<file path="src/rtl/obi_pkg.sv">
// ============================================================================
//  Module      : obi_pkg
//  Description : Shared types and helpers for the pipelined OBI master.
//  Revision    : 1.0 - initial release
// ============================================================================
`default_nettype none

package obi_pkg;

    // Default request layout (32-bit address / 32-bit data); wider
    // configurations supply their own layout to the request slice.
    typedef struct packed {
        logic [31:0] addr;
        logic        we;
        logic [3:0]  be;
        logic [31:0] wdata;
    } obi_req_t;

    localparam logic [5:0] OBI_ATOP_NONE = 6'b00_0000;

    typedef enum logic [0:0] {
        EMPTY = 1'b0,
        FULL  = 1'b1
    } req_state_t;

    // Number of address bits that select a byte within one data word.
    function automatic int unsigned obi_byte_off_bits(input int unsigned data_width);
        return $clog2(data_width / 8);
    endfunction

endpackage

`default_nettype wire

</file>
<file path="src/rtl/obi_req_slice.sv">
// ============================================================================
//  Module      : obi_req_slice
//  Description : One-entry request register holding OBI fields stable until granted.
//  Revision    : 1.0 - initial release
// ============================================================================
`default_nettype none

module obi_req_slice
    import obi_pkg::*;
#(
    parameter type req_t = obi_req_t
) (
    input  logic clk,
    input  logic rst,
    input  logic in_valid,
    output logic in_ready,
    input  req_t in_req,
    input  logic can_issue,
    input  logic gnt,
    output logic out_req,
    output req_t out_data
);

    req_state_t r_state;
    req_state_t w_state_next;
    req_t       r_req;
    logic       w_load;
    logic       w_issue;

    always_ff @(posedge clk) begin
        if (rst) begin
            r_state <= EMPTY;
            r_req   <= '0;
        end else begin
            r_state <= w_state_next;
            if (w_load) begin
                r_req <= in_req;
            end
        end
    end

    // A granted entry can be replaced in the same cycle, giving one request per cycle.
    always_comb begin
        w_state_next = r_state;
        w_load       = 1'b0;
        w_issue      = 1'b0;
        out_req      = 1'b0;
        in_ready     = 1'b0;
        case (r_state)
            EMPTY: begin
                in_ready = 1'b1;
                if (in_valid) begin
                    w_load       = 1'b1;
                    w_state_next = FULL;
                end
            end
            FULL: begin
                out_req  = can_issue;
                w_issue  = can_issue && gnt;
                in_ready = w_issue;
                if (w_issue) begin
                    if (in_valid) begin
                        w_load = 1'b1;
                    end else begin
                        w_state_next = EMPTY;
                    end
                end
            end
            default: begin
                w_state_next = EMPTY;
            end
        endcase
    end

    assign out_data = r_req;

endmodule

`default_nettype wire

</file>
<file path="src/rtl/obi_master_pipelined.sv">
// ============================================================================
//  Module      : obi_master_pipelined
//  Description : Core valid/ready to OBI master bridge with multiple in-flight transactions.
//  Revision    : 1.0 - initial release
// ============================================================================
`default_nettype none

module obi_master_pipelined
    import obi_pkg::*;
#(
    parameter int ADDR_WIDTH      = 32,
    parameter int DATA_WIDTH      = 32,
    parameter int MAX_OUTSTANDING = 2,
    parameter int REG_REQ         = 1
) (
    input  logic                                     clk,
    input  logic                                     rst,
    input  logic                                     core_valid_i,
    output logic                                     core_ready_o,
    input  logic [ADDR_WIDTH-1:0]                    core_addr_i,
    input  logic                                     core_we_i,
    input  logic [DATA_WIDTH/8-1:0]                  core_be_i,
    input  logic [DATA_WIDTH-1:0]                    core_wdata_i,
    output logic                                     resp_valid_o,
    output logic [DATA_WIDTH-1:0]                    resp_rdata_o,
    output logic                                     resp_err_o,
    output logic                                     obi_req_o,
    input  logic                                     obi_gnt_i,
    output logic [ADDR_WIDTH-1:0]                    obi_addr_o,
    output logic                                     obi_we_o,
    output logic [DATA_WIDTH/8-1:0]                  obi_be_o,
    output logic [DATA_WIDTH-1:0]                    obi_wdata_o,
    output logic [5:0]                               obi_atop_o,
    input  logic [DATA_WIDTH-1:0]                    obi_rdata_i,
    input  logic                                     obi_rvalid_i,
    input  logic                                     obi_err_i,
    output logic [$clog2(MAX_OUTSTANDING+1)-1:0]     outstanding_o,
    output logic                                     proto_err_o
);

    localparam int unsigned              c_OFF_BITS = obi_byte_off_bits(DATA_WIDTH);
    localparam int                       c_CNT_W    = $clog2(MAX_OUTSTANDING + 1);
    localparam logic [c_CNT_W-1:0]       c_MAX      = c_CNT_W'(MAX_OUTSTANDING);
    localparam logic [ADDR_WIDTH-1:0]    c_OFF_MASK = ADDR_WIDTH'((64'd1 << c_OFF_BITS) - 64'd1);

    typedef struct packed {
        logic [ADDR_WIDTH-1:0]   addr;
        logic                    we;
        logic [DATA_WIDTH/8-1:0] be;
        logic [DATA_WIDTH-1:0]   wdata;
    } req_t;

    req_t                  w_core_req;
    req_t                  w_bus_req;
    logic                  w_can_issue;
    logic                  w_issue;
    logic [c_CNT_W-1:0]    r_count;
    logic                  r_proto_err;
    logic                  r_resp_valid;
    logic [DATA_WIDTH-1:0] r_resp_rdata;
    logic                  r_resp_err;

    always_comb begin
        w_core_req       = '0;
        w_core_req.addr  = core_addr_i & ~c_OFF_MASK;
        w_core_req.we    = core_we_i;
        w_core_req.be    = core_be_i;
        w_core_req.wdata = core_wdata_i;
    end

    // A response arriving this cycle frees its slot for an issue in the same cycle.
    assign w_can_issue = (r_count < c_MAX) || obi_rvalid_i;
    assign w_issue     = obi_req_o && obi_gnt_i;

    generate
        if (REG_REQ != 0) begin : g_reg_req
            obi_req_slice #(
                .req_t (req_t)
            ) u_req_slice (
                .clk       (clk),
                .rst       (rst),
                .in_valid  (core_valid_i),
                .in_ready  (core_ready_o),
                .in_req    (w_core_req),
                .can_issue (w_can_issue),
                .gnt       (obi_gnt_i),
                .out_req   (obi_req_o),
                .out_data  (w_bus_req)
            );
        end else begin : g_passthru
            assign obi_req_o    = core_valid_i && w_can_issue;
            assign core_ready_o = obi_gnt_i && w_can_issue;
            assign w_bus_req    = w_core_req;
        end
    endgenerate

    assign obi_addr_o  = w_bus_req.addr;
    assign obi_we_o    = w_bus_req.we;
    assign obi_be_o    = w_bus_req.be;
    assign obi_wdata_o = w_bus_req.wdata;
    assign obi_atop_o  = OBI_ATOP_NONE;

    // A response with nothing in flight is flagged and never decrements the count.
    always_ff @(posedge clk) begin
        if (rst) begin
            r_count     <= '0;
            r_proto_err <= 1'b0;
        end else begin
            case ({w_issue, obi_rvalid_i})
                2'b10: r_count <= r_count + c_CNT_W'(1);
                2'b01: begin
                    if (r_count == '0) begin
                        r_proto_err <= 1'b1;
                    end else begin
                        r_count <= r_count - c_CNT_W'(1);
                    end
                end
                2'b11: begin
                    if (r_count == '0) begin
                        r_proto_err <= 1'b1;
                        r_count     <= c_CNT_W'(1);
                    end
                end
                default: r_count <= r_count;
            endcase
        end
    end

    always_ff @(posedge clk) begin
        if (rst) begin
            r_resp_valid <= 1'b0;
            r_resp_rdata <= '0;
            r_resp_err   <= 1'b0;
        end else begin
            r_resp_valid <= obi_rvalid_i;
            r_resp_err   <= obi_rvalid_i && obi_err_i;
            if (obi_rvalid_i) begin
                r_resp_rdata <= obi_rdata_i;
            end
        end
    end

    assign resp_valid_o  = r_resp_valid;
    assign resp_rdata_o  = r_resp_rdata;
    assign resp_err_o    = r_resp_err;
    assign outstanding_o = r_count;
    assign proto_err_o   = r_proto_err;

endmodule

`default_nettype wire

</file>
<file path="config.mk">
export PLATFORM = sky130hd
export DESIGN_NAME = obi_master_pipelined
export DESIGN_NICKNAME = d
export VERILOG_FILES = /design/src/rtl/obi_pkg.sv /design/src/rtl/obi_req_slice.sv /design/src/rtl/obi_master_pipelined.sv
export SDC_FILE = /design/constraint.sdc
export NUM_CORES = 1
export LEC_CHECK = 0
export CAP_MARGIN = 15
export CORE_MARGIN = 10
export CORE_UTILIZATION = 44
export DETAILED_ROUTE_END_ITERATION = 7
export GPL_TIMING_DRIVEN = 0
export PLACE_DENSITY_LB_ADDON = 0.05
export SETUP_SLACK_MARGIN = 0.02
export SLEW_MARGIN = 15
export SYNTH_ARGS = -nofsm -noshare
export SYNTH_HDL_FRONTEND = slang
export SYNTH_SLANG_ARGS = --single-unit
</file>
<file path="constraint.sdc">
create_clock -name clk -period 3.2 [get_ports clk]
set_input_delay 0.48 -clock clk [delete_from_list [all_inputs] [get_ports clk]]
set_output_delay 0.48 -clock clk [all_outputs]
set_load 0.03 [all_outputs]
</file>
==> qor.txt <==
CP Max Fanout -> 7
Worst EP required -> 2720 ps
Clock sinks -> 105
PwrDens -> 454 nW/µm²
Yosys top cell area share -> 0.474
Gpl congestion -> 0.748
Ys Warns -> 0
GRT Resource Usage Total -> 0.176
Largest area contributor in the netlist -> dfxtp_1
Min-delay worst type -> register to register
DR DRC count -> 0
First-pass GRT wire length -> 20700 µm
Finish-stage setup viols -> 0
Final worst-path setup slack -> 542 ps
Leakage -> 2.89 nW
Cts hold-fix bufs -> 0
Nets -> 769
Antenna diodes -> 0
Buffers on Ports -> 208
Max-Cap Viols -> 0
Clock Skews -> 7.41 ps
Worst skew pair latency -> 350 ps
Total gr overflow -> 0
Setup TNS -> 0 ps
Setup crit end kind -> output port
Cell count after synthesis -> 436
DRT Pass-1 Iters -> 6
HPWL Detailed -> 10500 µm
Share of cells above drive strength 1 -> 0.0615
WP data arrival -> 2180 ps
Starting DRC count in detailed routing -> 167
Run status -> completed
DP Area -> 6710 µm²
Sequential share of the synthesized area -> 0.474
Crit path time final -> 2660 ps
Clock buffers created by TritonCTS -> 9
Filler cell count -> 770
VDD IR max -> 0.198 mV
Clock root buffer -> clkbuf_8
Final WL -> 13200 µm
Synth Cell Area -> 4440 µm²
Post-route cell area -> 6940 µm²
Initial Utilization -> 0.452
Setup WS pre-CTS -> 594 ps
Final Hold Vio Count -> 0
Crit start category -> input port
RSZ-0062 raised after global routing -> no
Worst-path clk slew -> 100 ps
Unique masters post-synth -> 23
Synth-to-layout area growth -> 56.2%
Final core utilization -> 0.706
Post-DR vias/cell -> 4.62
CP Class -> input port to output port
Die width -> 120 µm
Via count -> 3698
Largest net degree at the start of global routing -> 17
Dominant cells by area after synthesis -> dfxtp_1 (47%), mux2i_1 (22%), nand2b_1 (19%)
TritonCTS clock tree -> done
Post-cts sizing count -> 0
R2R setup slack -> 1700 ps
Die height -> 120 µm
I/O pins -> 221
Post-synth ARST share -> 0
Core box area -> 9820 µm²
Register bit total from synthesis -> 105
Dominant synthesized flop cell -> dfxtp_1
Most common cell in the netlist -> nand2b_1
Post-CTS setup buffers -> 0
Tcrit/Tclk final -> 0.831
Vias in the first global route -> 3831
Die area -> 14500 µm²
Initial antenna violation count -> 0
H-tree lvl count -> 3
CTS Buffer Depth -> 2
Post-DR wirelength/cell -> 16.5 µm
Detail Route Antenna Nets -> 0
Post-synth EDFFs -> 0
Highest Clock Rate -> 376 MHz
Syn avg cell area -> 10.2 µm²
Max Slew Vio Count -> 0
Cell row count -> 36
Synth top cells by count -> nand2b_1 (135), dfxtp_1 (105), mux2i_1 (99)
[layout make-up]
type / count / area, µm² / area share
Buffer: 39 / 233 / 0.0336
Clock buffer: 12 / 145 / 0.0209
Clock inverter: 4 / 76.3 / 0.0110
Inverter: 4 / 15.0 / 0.00216
Multi-Input combinational cell: 295 / 2120 / 0.305
Sequential cell: 105 / 2100 / 0.303
Tap cell: 133 / 166 / 0.0240
Timing Repair Buffer: 208 / 2080 / 0.300
[logic make-up (layout without fill, tap and decap cells)]
logic type,after synthesis,count (layout),synth area share
and+or+nand+nor,178,178,0.232
DFF,105,105,0.474
muxes,99,99,0.223
buffers and inverters,43,267,0.0558
AOI/OAI and AO/OA,10,10,0.0144
other,1,8,0.000845
[state kept, by name, summed over array words and instances (netlist names)]
register                        cells
resp_rdata_o                       32
outstanding_o                       2
resp_err_o                          1
proto_err_o                         1
resp_valid_o                        1
g_reg_req.u_req_slice.out_data     67
g_reg_req.u_req_slice.r_state       1
[through the flow]
step           std cells  power (mW)  hold slack [ps]
2_1_floorplan        443        1.90              596
3_5_place_dp         784        2.27              460
3_3_place_gp         784        2.25              451
4_1_cts              800        3.18              468
6_report             800        3.15              478
5_1_grt              800        3.29              486
[critical path, stage by stage]
cell and delay, ps:
clkdlybuf4s50_1 620, inv_1 70, o21ai_0 250, clkdlybuf4s50_1 760
[final timing paths]
kind,from,endpoint,cells after the start
worst min-delay path,g_reg_req.u_req_slice.out_data[21],g_reg_req.u_req_slice.out_data[21],2
worst max-delay path,obi_gnt_i,core_ready_o,4
worst min register to register,g_reg_req.u_req_slice.out_data[21],g_reg_req.u_req_slice.out_data[21],2
worst max register to register,outstanding_o[1],g_reg_req.u_req_slice.out_data[22],5
[where the power goes]
part           switching, mW  internal [mW]  total, mW
Clock                  0.446          0.465      0.911
Combinational          0.396          0.395      0.790
Sequential            0.0467           1.40       1.44
Total                  0.888           2.26       3.15
[per-layer routing]
metal | vias to the layer above | track usage | wire length (µm)
met1 | 1720 | 0.198 | 5270
met4 | 0 | 0.0475 | 102
met2 | 133 | 0.295 | 6400
met3 | 6 | 0.0819 | 1400
met5 | - | 0 | 0
li1 | 1839 | - | -
[cell usage in the layout (no fill, tap or decap), types with 8 or more instances in the layout]
cell,n
clkbuf_8,10
dfxtp_1,105
mux2i_1,99
buf_2,9
conb_1,8
clkdlybuf4s50_1,208
clkbuf_1,16
buf_4,12
nor2_1,34
nand2b_1,135
(Power assumes the default switching activity.)
